===== config.mk =====
export PLATFORM = sky130hd
export DESIGN_NAME = dac_spi_tx
export DESIGN_NICKNAME = d
export VERILOG_FILES = /design/src/rtl/dac_spi_tx.sv
export SDC_FILE = /design/constraint.sdc
export NUM_CORES = 1
export LEC_CHECK = 0
export CAP_MARGIN = 20
export CORE_UTILIZATION = 45
export CTS_CLUSTER_SIZE = 10
export DETAILED_ROUTE_END_ITERATION = 10
export DONT_BUFFER_PORTS = 1
export PLACE_DENSITY = 0.58
export SLEW_MARGIN = 20
export SYNTH_ARGS = -nofsm -noshare
export SYNTH_HDL_FRONTEND = slang
export SYNTH_SLANG_ARGS = --single-unit

===== constraint.sdc =====
create_clock -name i_clk_50m -period 3.25 [get_ports i_clk_50m]
set_input_delay 0.65 -clock i_clk_50m [delete_from_list [all_inputs] [get_ports i_clk_50m]]
set_output_delay 0.65 -clock i_clk_50m [all_outputs]
set_load 0.005 [all_outputs]

===== src/rtl/dac_spi_tx.sv =====
// SPI transmitter for a 10-bit TLC5615-class DAC: 16-bit frame {4'b0, code, 2'b0}, MSB first,
// with a one-deep, newest-wins pending slot so that no update is lost while a frame is in flight.
module dac_spi_tx #(
    parameter int SCLK_HALF = 5,
    parameter int CS_SETUP  = 2,
    parameter int CS_HOLD   = 2,
    parameter int CS_IDLE   = 10
) (
    input  logic       i_clk_50m,
    input  logic       i_rst_n,
    input  logic       i_dac_start,
    input  logic [9:0] i_dac_value,
    output logic       o_dac_cs_n,
    output logic       o_dac_sclk,
    output logic       o_dac_sdi,
    output logic       o_busy,
    output logic       o_done,
    output logic [9:0] o_dac_value_sent
);

    typedef enum logic [2:0] {
        ST_IDLE  = 3'd0,
        ST_SETUP = 3'd1,
        ST_SHIFT = 3'd2,
        ST_HOLD  = 3'd3,
        ST_GAP   = 3'd4
    } state_t;

    localparam logic [7:0] HALF_M1  = 8'(SCLK_HALF - 1);
    localparam logic [7:0] SETUP_M1 = 8'(CS_SETUP - 1);
    localparam logic [7:0] HOLD_M1  = 8'(CS_HOLD - 1);
    localparam logic [7:0] IDLE_M1  = 8'(CS_IDLE - 1);

    state_t      state_reg;
    logic [7:0]  cnt_reg;
    logic [3:0]  bit_cnt_reg;
    logic [15:0] frame_reg;
    logic [9:0]  pend_val_reg;
    logic        pend_reg;
    logic        cs_n_reg;
    logic        sclk_reg;
    logic        sdi_reg;
    logic        busy_reg;
    logic        done_reg;
    logic [9:0]  sent_reg;

    logic [15:0] start_frame;
    logic [15:0] pend_frame;

    assign start_frame = {4'b0000, i_dac_value, 2'b00};
    assign pend_frame  = {4'b0000, pend_val_reg, 2'b00};

    always_ff @(posedge i_clk_50m or negedge i_rst_n) begin
        if (!i_rst_n) begin
            state_reg    <= ST_IDLE;
            cnt_reg      <= '0;
            bit_cnt_reg  <= '0;
            frame_reg    <= '0;
            pend_val_reg <= '0;
            pend_reg     <= 1'b0;
            cs_n_reg     <= 1'b1;
            sclk_reg     <= 1'b0;
            sdi_reg      <= 1'b0;
            busy_reg     <= 1'b0;
            done_reg     <= 1'b0;
            sent_reg     <= '0;
        end else begin
            done_reg <= 1'b0;
            case (state_reg)
                ST_IDLE: begin
                    cs_n_reg <= 1'b1;
                    sclk_reg <= 1'b0;
                    sdi_reg  <= 1'b0;
                    busy_reg <= i_dac_start | pend_reg;
                    // A fresh start is newer than anything left pending, so it wins.
                    if (i_dac_start || pend_reg) begin
                        frame_reg <= i_dac_start ? start_frame : pend_frame;
                        sdi_reg   <= i_dac_start ? start_frame[15] : pend_frame[15];
                        pend_reg  <= 1'b0;
                        state_reg <= ST_SETUP;
                        cs_n_reg  <= 1'b0;
                        cnt_reg   <= SETUP_M1;
                    end
                end
                ST_SETUP: begin
                    if (cnt_reg == 8'd0) begin
                        state_reg   <= ST_SHIFT;
                        cnt_reg     <= HALF_M1;
                        bit_cnt_reg <= 4'd15;
                        sclk_reg    <= 1'b0;
                    end else begin
                        cnt_reg <= cnt_reg - 8'd1;
                    end
                end
                ST_SHIFT: begin
                    if (cnt_reg != 8'd0) begin
                        cnt_reg <= cnt_reg - 8'd1;
                    end else if (!sclk_reg) begin
                        sclk_reg <= 1'b1;
                        cnt_reg  <= HALF_M1;
                    end else if (bit_cnt_reg == 4'd0) begin
                        sclk_reg  <= 1'b0;
                        state_reg <= ST_HOLD;
                        cnt_reg   <= HOLD_M1;
                    end else begin
                        // Falling edge: present the next bit for the DAC's rising-edge sample.
                        sclk_reg    <= 1'b0;
                        sdi_reg     <= frame_reg[bit_cnt_reg - 4'd1];
                        bit_cnt_reg <= bit_cnt_reg - 4'd1;
                        cnt_reg     <= HALF_M1;
                    end
                end
                ST_HOLD: begin
                    if (cnt_reg == 8'd0) begin
                        cs_n_reg  <= 1'b1;
                        sdi_reg   <= 1'b0;
                        done_reg  <= 1'b1;
                        sent_reg  <= frame_reg[11:2];
                        state_reg <= ST_GAP;
                        cnt_reg   <= IDLE_M1;
                    end else begin
                        cnt_reg <= cnt_reg - 8'd1;
                    end
                end
                ST_GAP: begin
                    if (cnt_reg != 8'd0) begin
                        cnt_reg <= cnt_reg - 8'd1;
                    end else if (pend_reg) begin
                        frame_reg <= pend_frame;
                        sdi_reg   <= pend_frame[15];
                        pend_reg  <= 1'b0;
                        state_reg <= ST_SETUP;
                        cs_n_reg  <= 1'b0;
                        cnt_reg   <= SETUP_M1;
                    end else begin
                        state_reg <= ST_IDLE;
                        busy_reg  <= 1'b0;
                    end
                end
                default: begin
                    state_reg <= ST_IDLE;
                    cs_n_reg  <= 1'b1;
                    sclk_reg  <= 1'b0;
                    sdi_reg   <= 1'b0;
                    busy_reg  <= pend_reg;
                end
            endcase
            // Any start outside IDLE lands in the pending slot; this overrides a same-cycle clear.
            if (i_dac_start && state_reg != ST_IDLE) begin
                pend_val_reg <= i_dac_value;
                pend_reg     <= 1'b1;
                busy_reg     <= 1'b1;
            end
        end
    end

    assign o_dac_cs_n       = cs_n_reg;
    assign o_dac_sclk       = sclk_reg;
    assign o_dac_sdi        = sdi_reg;
    assign o_busy           = busy_reg;
    assign o_done           = done_reg;
    assign o_dac_value_sent = sent_reg;

endmodule


==> Word-level counts from Yosys, hierarchy flattened <==
Index checks and enable logic that the tools add are counted.
{ "word_totals": {"input_bits": 13, "word_cells": 114, "regBits": 57, "output_inout_bits": 15} }
{ "op_classes": {"bitwise": 4, "muxes": 53, "eq_ne": 18, "reduce_logical": 24, "n_addsub": 2, "magnitude_cmp": 1} }
{ "ops": {"columns": ["operator", "count"], "rows": [
  ["two-way mux 16 bit", 3],
  ["two-way mux 8 bit", 6],
  ["case mux 8 bit (5 select lines)", 1],
  ["case mux 16 bit (2 select lines)", 1],
  ["two-way mux 3 bit", 9],
  ["two-way mux 1 bit", 20],
  ["inequality test 2 bit, second input constant", 9],
  ["two-way mux 4 bit", 4],
  ["case mux 3 bit (5 select lines)", 1],
  ["AND reduction 7 bit", 2],
  ["two-way mux 12 bit", 1],
  ["inequality test 3 bit, second input constant", 4],
  ["AND reduction 3 bit", 4],
  ["zero test 8 bit", 1],
  ["case mux 1 bit (4 select lines)", 2],
  ["case mux 4 bit (2 select lines)", 1],
  ["AND reduction 4 bit", 2],
  ["nonzero test 8 bit", 1],
  ["subtractor 8 x 1 -> 8 bit, second input constant", 1],
  ["equality test 3 x 2 -> 1 bit, second input constant", 2],
  ["case mux 1 bit (3 select lines)", 2],
  ["nonzero test 3 bit", 2],
  ["< comparator 4 x 5 -> 1 bit, second input constant", 1],
  ["AND reduction 5 bit", 1],
  ["other kinds (17)", 21]
]} }

==> Logic depth before layout (Yosys ltp) <==
Gate-level depths: netlist of run 1.
{ "depth": {"word_depth": 7, "depth_mapped": 9, "ltp_nobuf": 7} }

==> Least setup slack after synthesis of run 1 <==
OpenSTA, ideal clock, no wires.
{ "synth_timing": {"kind": "reg2reg", "start": "register cnt_reg[3]", "end": "register sent_reg[1], in the netlist o_dac_value_sent[1]", "synth_period_minus_slack_ns": 2.444, "setup_slack_ns": 0.806, "arrival_time_ns": 2.320, "setup_ns": 0.125, "path_stages_with_launch": 7, "n_path_buf": 2, "t_required_ns": 3.125, "cell_sequence": "dfrtp_1 -> or4_4 -> or4b_1 -> clkbuf_2 -> nor3_1 -> buf_2 -> mux2_2"} }
{ "synth_via": {"elab_chain_len": 2} }
{ "synth_rtl": {"columns": ["element", "line", "rtl"], "rows": [
  ["from (decl)", "35", "logic [7:0] cnt_reg;"],
  ["from (signal assigned)", "92", "cnt_reg <= cnt_reg - 8'd1;"],
  ["from (signal assigned)", "97", "cnt_reg <= cnt_reg - 8'd1;"],
  ["from (signal assigned)", "122", "cnt_reg <= cnt_reg - 8'd1;"],
  ["zero test 8 bit", "114", "if (cnt_reg == 8'd0) begin"],
  ["AND reduction 2 bit (no source line)", null, null],
  ["to (signal assigned)", "118", "sent_reg <= frame_reg[11:2];"],
  ["to (decl)", "45", "logic [9:0] sent_reg;"]
]} }
No other way between the ends.
A chain may end at the register's enable or synchronous reset.

==> Worst setup path after layout of run 1 <==
{ "layout_timing": {"start": "register cnt_reg[3]", "end": "register bit_cnt_reg[2]"} }
{ "layout_via": {"elab_chain_len": 3, "elab_cells_between_ends": 5, "cone_classes": "2 x eq/ne; 3 x reduce/logical"} }
{ "layout_rtl": {"columns": ["element", "line", "rtl"], "rows": [
  ["nonzero test 8 bit / zero test 8 bit (equally long branches)", "96, 86", null],
  ["inequality test 2 bit (no source line)", null, null],
  ["AND reduction 5 bit (no source line) (*)", null, null],
  ["to (signal assigned)", "109", "bit_cnt_reg <= bit_cnt_reg - 4'd1;"],
  ["to (decl)", "36", "logic [3:0] bit_cnt_reg;"]
]} }
Mark *: on every way between the ends. The rest lies on a longest branch, timed or not.

==> results of run 1 <==
-- routing by layer --
metal	wire length [um]	vias to the layer above
li1	-	935
met3	280	5
met4	61	0
met1	2910	912
met5	0	-
met2	2480	40
-- area by class of cell --
| class | count | area share, % |
|---|---|---|
| clock inverters | 3 | 0.877 |
| inverters | 6 | 0.789 |
| multi-input cells | 187 | 44.7 |
| well taps | 72 | 3.16 |
| repair buffers | 10 | 3.25 |
| clock buffers | 5 | 2.41 |
| flip-flops and latches | 51 | 44.8 |
-- synth_stat cells, types with 3 or more instances --
cell / count
dfrtp_1: 50
o21ai_0: 30
nand2_1: 28
mux2_2: 21
nor2_1: 15
mux2i_1: 13
clkbuf_1: 11
a21oi_1: 10
nor3_1: 10
inv_1: 6
nor2b_1: 5
nand2b_1: 4
or3_1: 4
a31oi_1: 3
ha_1: 3
nor4_1: 3
o31a_1: 3
-- power by group through the flow --
stage | sequential (W) | combinational, W | clock (W)
after floorplan | 0.000992 | 0.000763 | 0
after global placement | 0.00107 | 0.000897 | 0
after detailed placement | 0.00108 | 0.000911 | 0
after CTS | 0.00107 | 0.000916 | 0.000393
after global routing | 0.00110 | 0.00104 | 0.000418
final | 0.00107 | 0.000923 | 0.000377
-- critical path: cells and delay by family, from the launching register on --
kind	cells	cell delay (ps)
AO/OA/AOI/OAI	1	120
flip-flops	1	430
AND/OR/NAND/NOR	4	1920
-- through the flow --
step | setup slack, ps | cell area [um^2]
2_1_floorplan | 806 | 2640
3_3_place_gp | 752 | 2720
3_5_place_dp | 682 | 2720
4_1_cts | 671 | 2810
5_1_grt | 546 | 2850
6_report | 664 | 2850
-- how the worst max path moves through the flow --
stage,slack [ps],endpoint,cells after the start,start
2_1_floorplan,810,o_dac_value_sent[1]$_DFFE_PN0P_,6,cnt_reg[3]$_DFFE_PN0P_
5_1_grt,550,bit_cnt_reg[2]$_DFFE_PN0P_,5,cnt_reg[2]$_DFFE_PN0P_
3_5_place_dp,680,bit_cnt_reg[0]$_DFFE_PN0P_,5,cnt_reg[3]$_DFFE_PN0P_
3_3_place_gp,750,bit_cnt_reg[2]$_DFFE_PN0P_,5,cnt_reg[3]$_DFFE_PN0P_
6_report,660,bit_cnt_reg[2]$_DFFE_PN0P_,5,cnt_reg[3]$_DFFE_PN0P_
4_1_cts,670,bit_cnt_reg[2]$_DFFE_PN0P_,5,cnt_reg[3]$_DFFE_PN0P_
-- cell families after synthesis --
family | count (synthesis) | synth area share [%]
AO/OA/AOI/OAI | 60 | 13.5
XOR/XNOR | 3 | 0.995
adder cells (fa/ha/maj) | 4 | 1.80
buffers and inverters | 22 | 3.27
flip-flops | 51 | 48.4
multiplexers | 36 | 15.6
AND/OR/NAND/NOR | 84 | 16.5
==> key figures, run 1 <==
Timing
  – Final setup viols: 0
  – Hold slack: 29.4 ps
  – Skew final: between 10 and 15 ps
  – Fmax: roughly 390 MHz
  – Final hold vios: 0
  – RSZ-0062 raised after global routing: false
  – Slew @ Worst Pin: around 600 ps
  – Fin Setup TNS: 0 ps
  – Period utilisation layout: 79.6%
  – Slew headroom: around three fifths
  – Max Slew Vio Count: 0
  – Clock period minus worst slack: about 2600 ps

Drt
  – DRT Wirelength: 5730 um
  – Wire length per cell: around 17 um
  – Routed vias/inst: 5.66
  – Antenna-violating nets left: 0
  – First-pass DRT Iterations: 4
  – # DRC: 0
  – Drt initial violations: roughly 140
  – Routed vias: between 1,500 and 2,000

CTS
  – CTS resizes: 0
  – CTS clk-pin slew, worst paths: 90 ps
  – Clock Tree Buf Depth: 2
  – CTS HTree Levels: 2
  – CTS Root Cell: clkbuf_8
  – Clk Latency, worst-skew pair: 310 ps
  – Hold Buf Count CTS: 0
  – Clock Sinks: 51
  – Num CTS Buffers: 5
  – CTS tree: done
  – Post CTS Setup Buffer Count: 0

Run
  – Maxcap violations: 0

Global route
  – M2 GR Usage: 28.7%
  – Largest net degree at the start of global routing: 52
  – Initial antenna violation count: 0
  – First-pass GRT wire length: roughly 9300 um
  – Gr usage total: between 10% and 20%
  – Grt met1 use: approximately 28%
  – Vias in the first global route: 1,854
  – Routing usage on met3: 4.77%
  – Grt peak-use layer: met2
  – GRT overflow: 0

Cells and area
  – Commonest non-fill, non-tap cell in the layout: dfrtp_1
  – Nets: around 280
  – Area grow syn2layout: 8.06%
  – Final non-filler cell total: approximately 330
  – Share of cells above drive strength 1: 17.2%
  – Filler instances: 527
  – Most frequent cells in the layout: 50 x dfrtp_1, 29 x o21ai_0, 28 x nand2_1, 21 x mux2_2, 15 x nor2_1
  – Area of the multi-input gates: ~0.0013 mm^2
  – Seq. cell area: about 0.0013 mm^2
  – Post-Route Utilization: 51.2%
  – # diodes: 0

Worst setup path
  – Slowest CP cell: or4b_1
  – Worst Path Required: 3440 ps
  – Largest stage delay, worst path: approximately 640 ps
  – Critical path cell sequence: or4_4 -> or4b_1 -> or3_1 -> nor3_1 -> a31oi_1
  – Crit Path Class: flop to flop
  – Startpoint Class: flop
  – Crit. End Element: flop
  – Worst Reg-to-Reg Cells: 5
  – Critical path arrival: around 2800 ps
  – Worst r2r dst: bit_cnt_reg[2]$_DFFE_PN0P_
  – CP Max Fanout: 7
  – R2R Setup Slk: between 600 and 700 ps
  – Origin of the critical flop-to-flop path: cnt_reg[3]$_DFFE_PN0P_

Die
  – Die width: between 70 and 80 um
  – Top-Level Pins: 28
  – Die ar.: 0.00618 mm^2
  – Row count: 27
  – Core ar.: 0.00557 mm^2
  – Die Y: 78.6 um
  – Starting Density: a little under half

Synth
  – Post-Syn Instances: 260
  – Syn_nets: 276
  – FF+latch count, synth: 51
  – Synth area leaders: dfrtp_1 47%, mux2_2 9.0%, o21ai_0 5.7%, mux2i_1 4.9%, nand2_1 4.0%
  – Synth Warn #: 0
  – Main synth FF type: dfrtp_1
  – Top-area cell type share of the netlist area: roughly 47%
  – Seq/Total Area, Yosys: 48.4%
  – Count of flip-flops with a built-in enable after synthesis: 0
  – Top cell type by total area after synthesis: dfrtp_1
  – Ys async rst share: 100%
  – Mapped cell area: about 0.0026 mm^2
  – Number of distinct library cells after synthesis: between 50 and 60
  – Avg Inst Size Synth: between 10 and 15 um^2

Pwr
  – Total Power: 0.00237 W
  – Psw: between 0.0009 and 0.001 W
  – Net Sw Frac: approximately two fifths
  – Clock power share: 15.9%
  – Sequential share of power: between 40 and 50%
  – Cell Int Power: around 0.0014 W
  – Comb power frac: between 30% and 40%
  – VDD IR max: between 0.3 and 0.4 mV
  – Total power density per cell area: between 800 and 900 mW/mm^2
  – Pleak: approximately 1.2 nW

Placement
  – Gpl congestion: 0.765
  – Cell Count Post-Placement: 323
  – Buffers on Ports: 0
  – Post-DP HPWL: around 3600 um

Outcome
  – Outcome: complete, no violations

Worst hold path
  – Class of the worst hold path: input pin to asynchronous set/reset pin
Power figures use the tool's default switching activity.
==> inputs of run 2 (changes only) <==
==> constraint.sdc (replaced) <==
create_clock -name i_clk_50m -period 2.4 [get_ports i_clk_50m]
set_input_delay 0.48 -clock i_clk_50m [delete_from_list [all_inputs] [get_ports i_clk_50m]]
set_output_delay 0.48 -clock i_clk_50m [all_outputs]
set_load 0.005 [all_outputs]
==> run 2 against run 1 <==
  * First-iteration DRC count decreased by 39%
  * Flip-flop and latch count unchanged
  * Die area unchanged
  * Critical path depth unchanged
  * Sequential share of layout area decreased by 3.0 points
  * Largest cell class is now multi-input gates
  * Largest power group unchanged
  * Highest routed layer unchanged
==> key figures, run 2 (synthesized netlist as in run 1, its figures left out) <==
Timing
  – Slew headroom: 70.2% (+11 points)
  – Worst setup slack after layout: 85.9 ps (-578 ps)
  – Final hold vios: 0 (unchanged)
  – Slew @ Worst Pin: 446 ps (-158 ps)
  – Hold slack: 16.6 ps (-12.8 ps)
  – Fmax: 432 MHz (+12%)
  – Period utilisation layout: 96.4% (+17 points)
  – Max Slew Vio Count: 0 (unchanged)
  – Skew final: 6.83 ps (-6.55 ps)
  – Clock period minus worst slack: 2310 ps (-272 ps)
  – Fin Setup TNS: 0 ps (unchanged)
  – Final setup viols: 0 (unchanged)
  – RSZ-0062 raised after global routing: false

Worst setup path
  – Critical path arrival: 2550 ps (-220 ps)
  – Crit path to: bit_cnt_reg[2]$_DFFE_PN0P_
  – Worst Path Required: 2640 ps (-800 ps)
  – Crit Path Class: flop to flop
  – Worst r2r dst: bit_cnt_reg[2]$_DFFE_PN0P_
  – CP startpoint: cnt_reg[5]$_DFFE_PN0P_
  – R2R Setup Slk: 90 ps (-580 ps)
  – CP Max Fanout: 6 (-1)
  – Origin of the critical flop-to-flop path: cnt_reg[5]$_DFFE_PN0P_
  – Crit. End Element: flop
  – Worst Reg-to-Reg Cells: 5 (unchanged)
  – Startpoint Class: flop

Drt
  – Drt initial violations: 88 (-39%)
  – Wire length per cell: 16.1 um (-6.2%)
  – DRT Wirelength: 5630 um (-1.7%)
  – Antenna-violating nets left: 0 (unchanged)
  – # DRC: 0 (unchanged)
  – Routed vias/inst: 5.59 (-1.4%)
  – First-pass DRT Iterations: 4 (unchanged)
  – Routed vias: 1,955 (+3.3%)

CTS
  – Clk Latency, worst-skew pair: 310 ps (about the same)
  – Clock Sinks: 51 (unchanged)
  – Num CTS Buffers: 5 (unchanged)
  – CTS HTree Levels: 2 (unchanged)
  – Clock Tree Buf Depth: 2 (unchanged)
  – CTS tree: done
  – CTS Root Cell: clkbuf_8
  – CTS clk-pin slew, worst paths: 100 ps (about the same)

Global route
  – Gr usage total: 20.1% (+0.60 points)
  – Routing usage on met3: 4.77% (unchanged)
  – First-pass GRT wire length: 9490 um (+2.5%)
  – Grt met1 use: 29.9% (+1.4 points)
  – GRT overflow: 0 (unchanged)
  – Initial antenna violation count: 0 (unchanged)
  – Largest net degree at the start of global routing: 51 (-1.9%)
  – Vias in the first global route: 1,883 (+1.6%)
  – M2 GR Usage: 28.9% (+0.17 points)
  – Grt peak-use layer: met1

Die
  – Die ar.: 0.00618 mm^2 (unchanged)
  – Top-Level Pins: 28 (unchanged)
  – Core ar.: 0.00557 mm^2 (unchanged)
  – Row count: 27 (unchanged)
  – Starting Density: 47.4% (unchanged)
  – Die width: 78.6 um (unchanged)
  – Die Y: 78.6 um (unchanged)

Placement
  – Post-DP HPWL: 3930 um (+7.9%)
  – Pre-CTS setup slack: 18.7 ps (-663 ps)
  – Gpl congestion: 0.800 (+4.7%)
  – Buffers on Ports: 0 (unchanged)

Cells and area
  – Nets: 293 (+5.8%)
  – Area grow syn2layout: 15.7%
  – Commonest non-fill, non-tap cell in the layout: dfrtp_1
  – Share of cells above drive strength 1: 23.7% (+6.6 points)
  – Most frequent cells in the layout: 50 x dfrtp_1, 29 x o21ai_0, 28 x nand2_1, 22 x buf_4, 21 x mux2_2
  – Post-Route Utilization: 54.8% (+3.6 points)
  – # diodes: 0 (unchanged)
  – Filler instances: 536 (+1.7%)

Worst hold path
  – Class of the worst hold path: input pin to asynchronous set/reset pin

Pwr
  – Pleak: 1.35 nW (+9.5%)
  – VDD IR max: 0.612 mV (+70%)
  – Total power density per cell area: 1180 mW/mm^2 (+42%)

Outcome
  – Outcome: complete, no violations

Run
  – Maxcap violations: 0 (unchanged)
-- run 2: changes by cell type in the layout (fill, tap and decap cells not counted), sizes merged --
cell / previous run / this run
buf: 8 / 25
clkinvlp: 1 / 0
dlygate4sd3: 2 / 1
bufinv: 0 / 2
clkinv: 2 / 0
inv: 6 / 7
-- run 2: power by group --
group / internal (W) / leakage (nW) / total (W) / switching (W)
registers: 0.00116 / 0.625 / 0.00144 / 0.000282
clock network: 0.000423 / 0.0703 / 0.000723 / 0.000300
logic: 0.000718 / 0.655 / 0.00143 / 0.000713
total: 0.00230 / 1.35 / 0.00359 / 0.00130
-- run 2: timing repair --
item                                    4_1_cts  5_1_grt
hold endpoints to repair                     50        0
hold buffers                                  2        0
endpoints found under the setup margin        0       11
resized for setup                             0        4
setup buffers                                 0        2
-- run 2: area by class of cell --
type | instances | area, um^2 | share of cell area (%)
clock inverters | 3 | 71.3 | 2.33
flip-flops and latches | 51 | 1280 | 41.8
inverters | 6 | 22.5 | 0.737
repair buffers | 26 | 234 | 7.66
clock buffers | 5 | 68.8 | 2.25
multi-input cells | 187 | 1290 | 42.3
well taps | 72 | 90.1 | 2.95
-- run 2: routing by layer --
metal  up-vias  routed length (um)
li1        966                   -
met3         6                 273
met4         0                  61
met5         -                   0
met2        39                2450
met1       944                2850
-- run 2: per-stage QoR --
| stage | cell area [um^2] | instances | power (W) |
|---|---|---|---|
| final | 3060 | 350 | 0.00359 |
| after floorplan | 2660 | 260 | 0.00238 |
| after global placement | 2850 | 338 | 0.00280 |
| after detailed placement | 2850 | 338 | 0.00283 |
| after CTS | 3030 | 348 | 0.00359 |
| after global routing | 3060 | 350 | 0.00387 |
-- run 2: worst min path at each step --
stage / endpoint / slack (ps) / cells after the start
floorplan: bit_cnt_reg[0]$_DFFE_PN0P_ / 180 / 0
global placement: pend_reg$_DFFE_PN0P_ / 190 / 0
detailed placement: pend_reg$_DFFE_PN0P_ / 190 / 0
CTS: bit_cnt_reg[3]$_DFFE_PN0P_ / 20 / 1
global route: frame_reg[11]$_DFFE_PN0P_ / 20 / 1
finish: bit_cnt_reg[3]$_DFFE_PN0P_ / 20 / 1
-- run 2: critical path, cell delays in order (launching register included) --
cell     delay (ps)
dfrtp_1         390
or4_4           530
or4b_4          530
or3_1           460
o21ba_1         220
a31oi_1         130
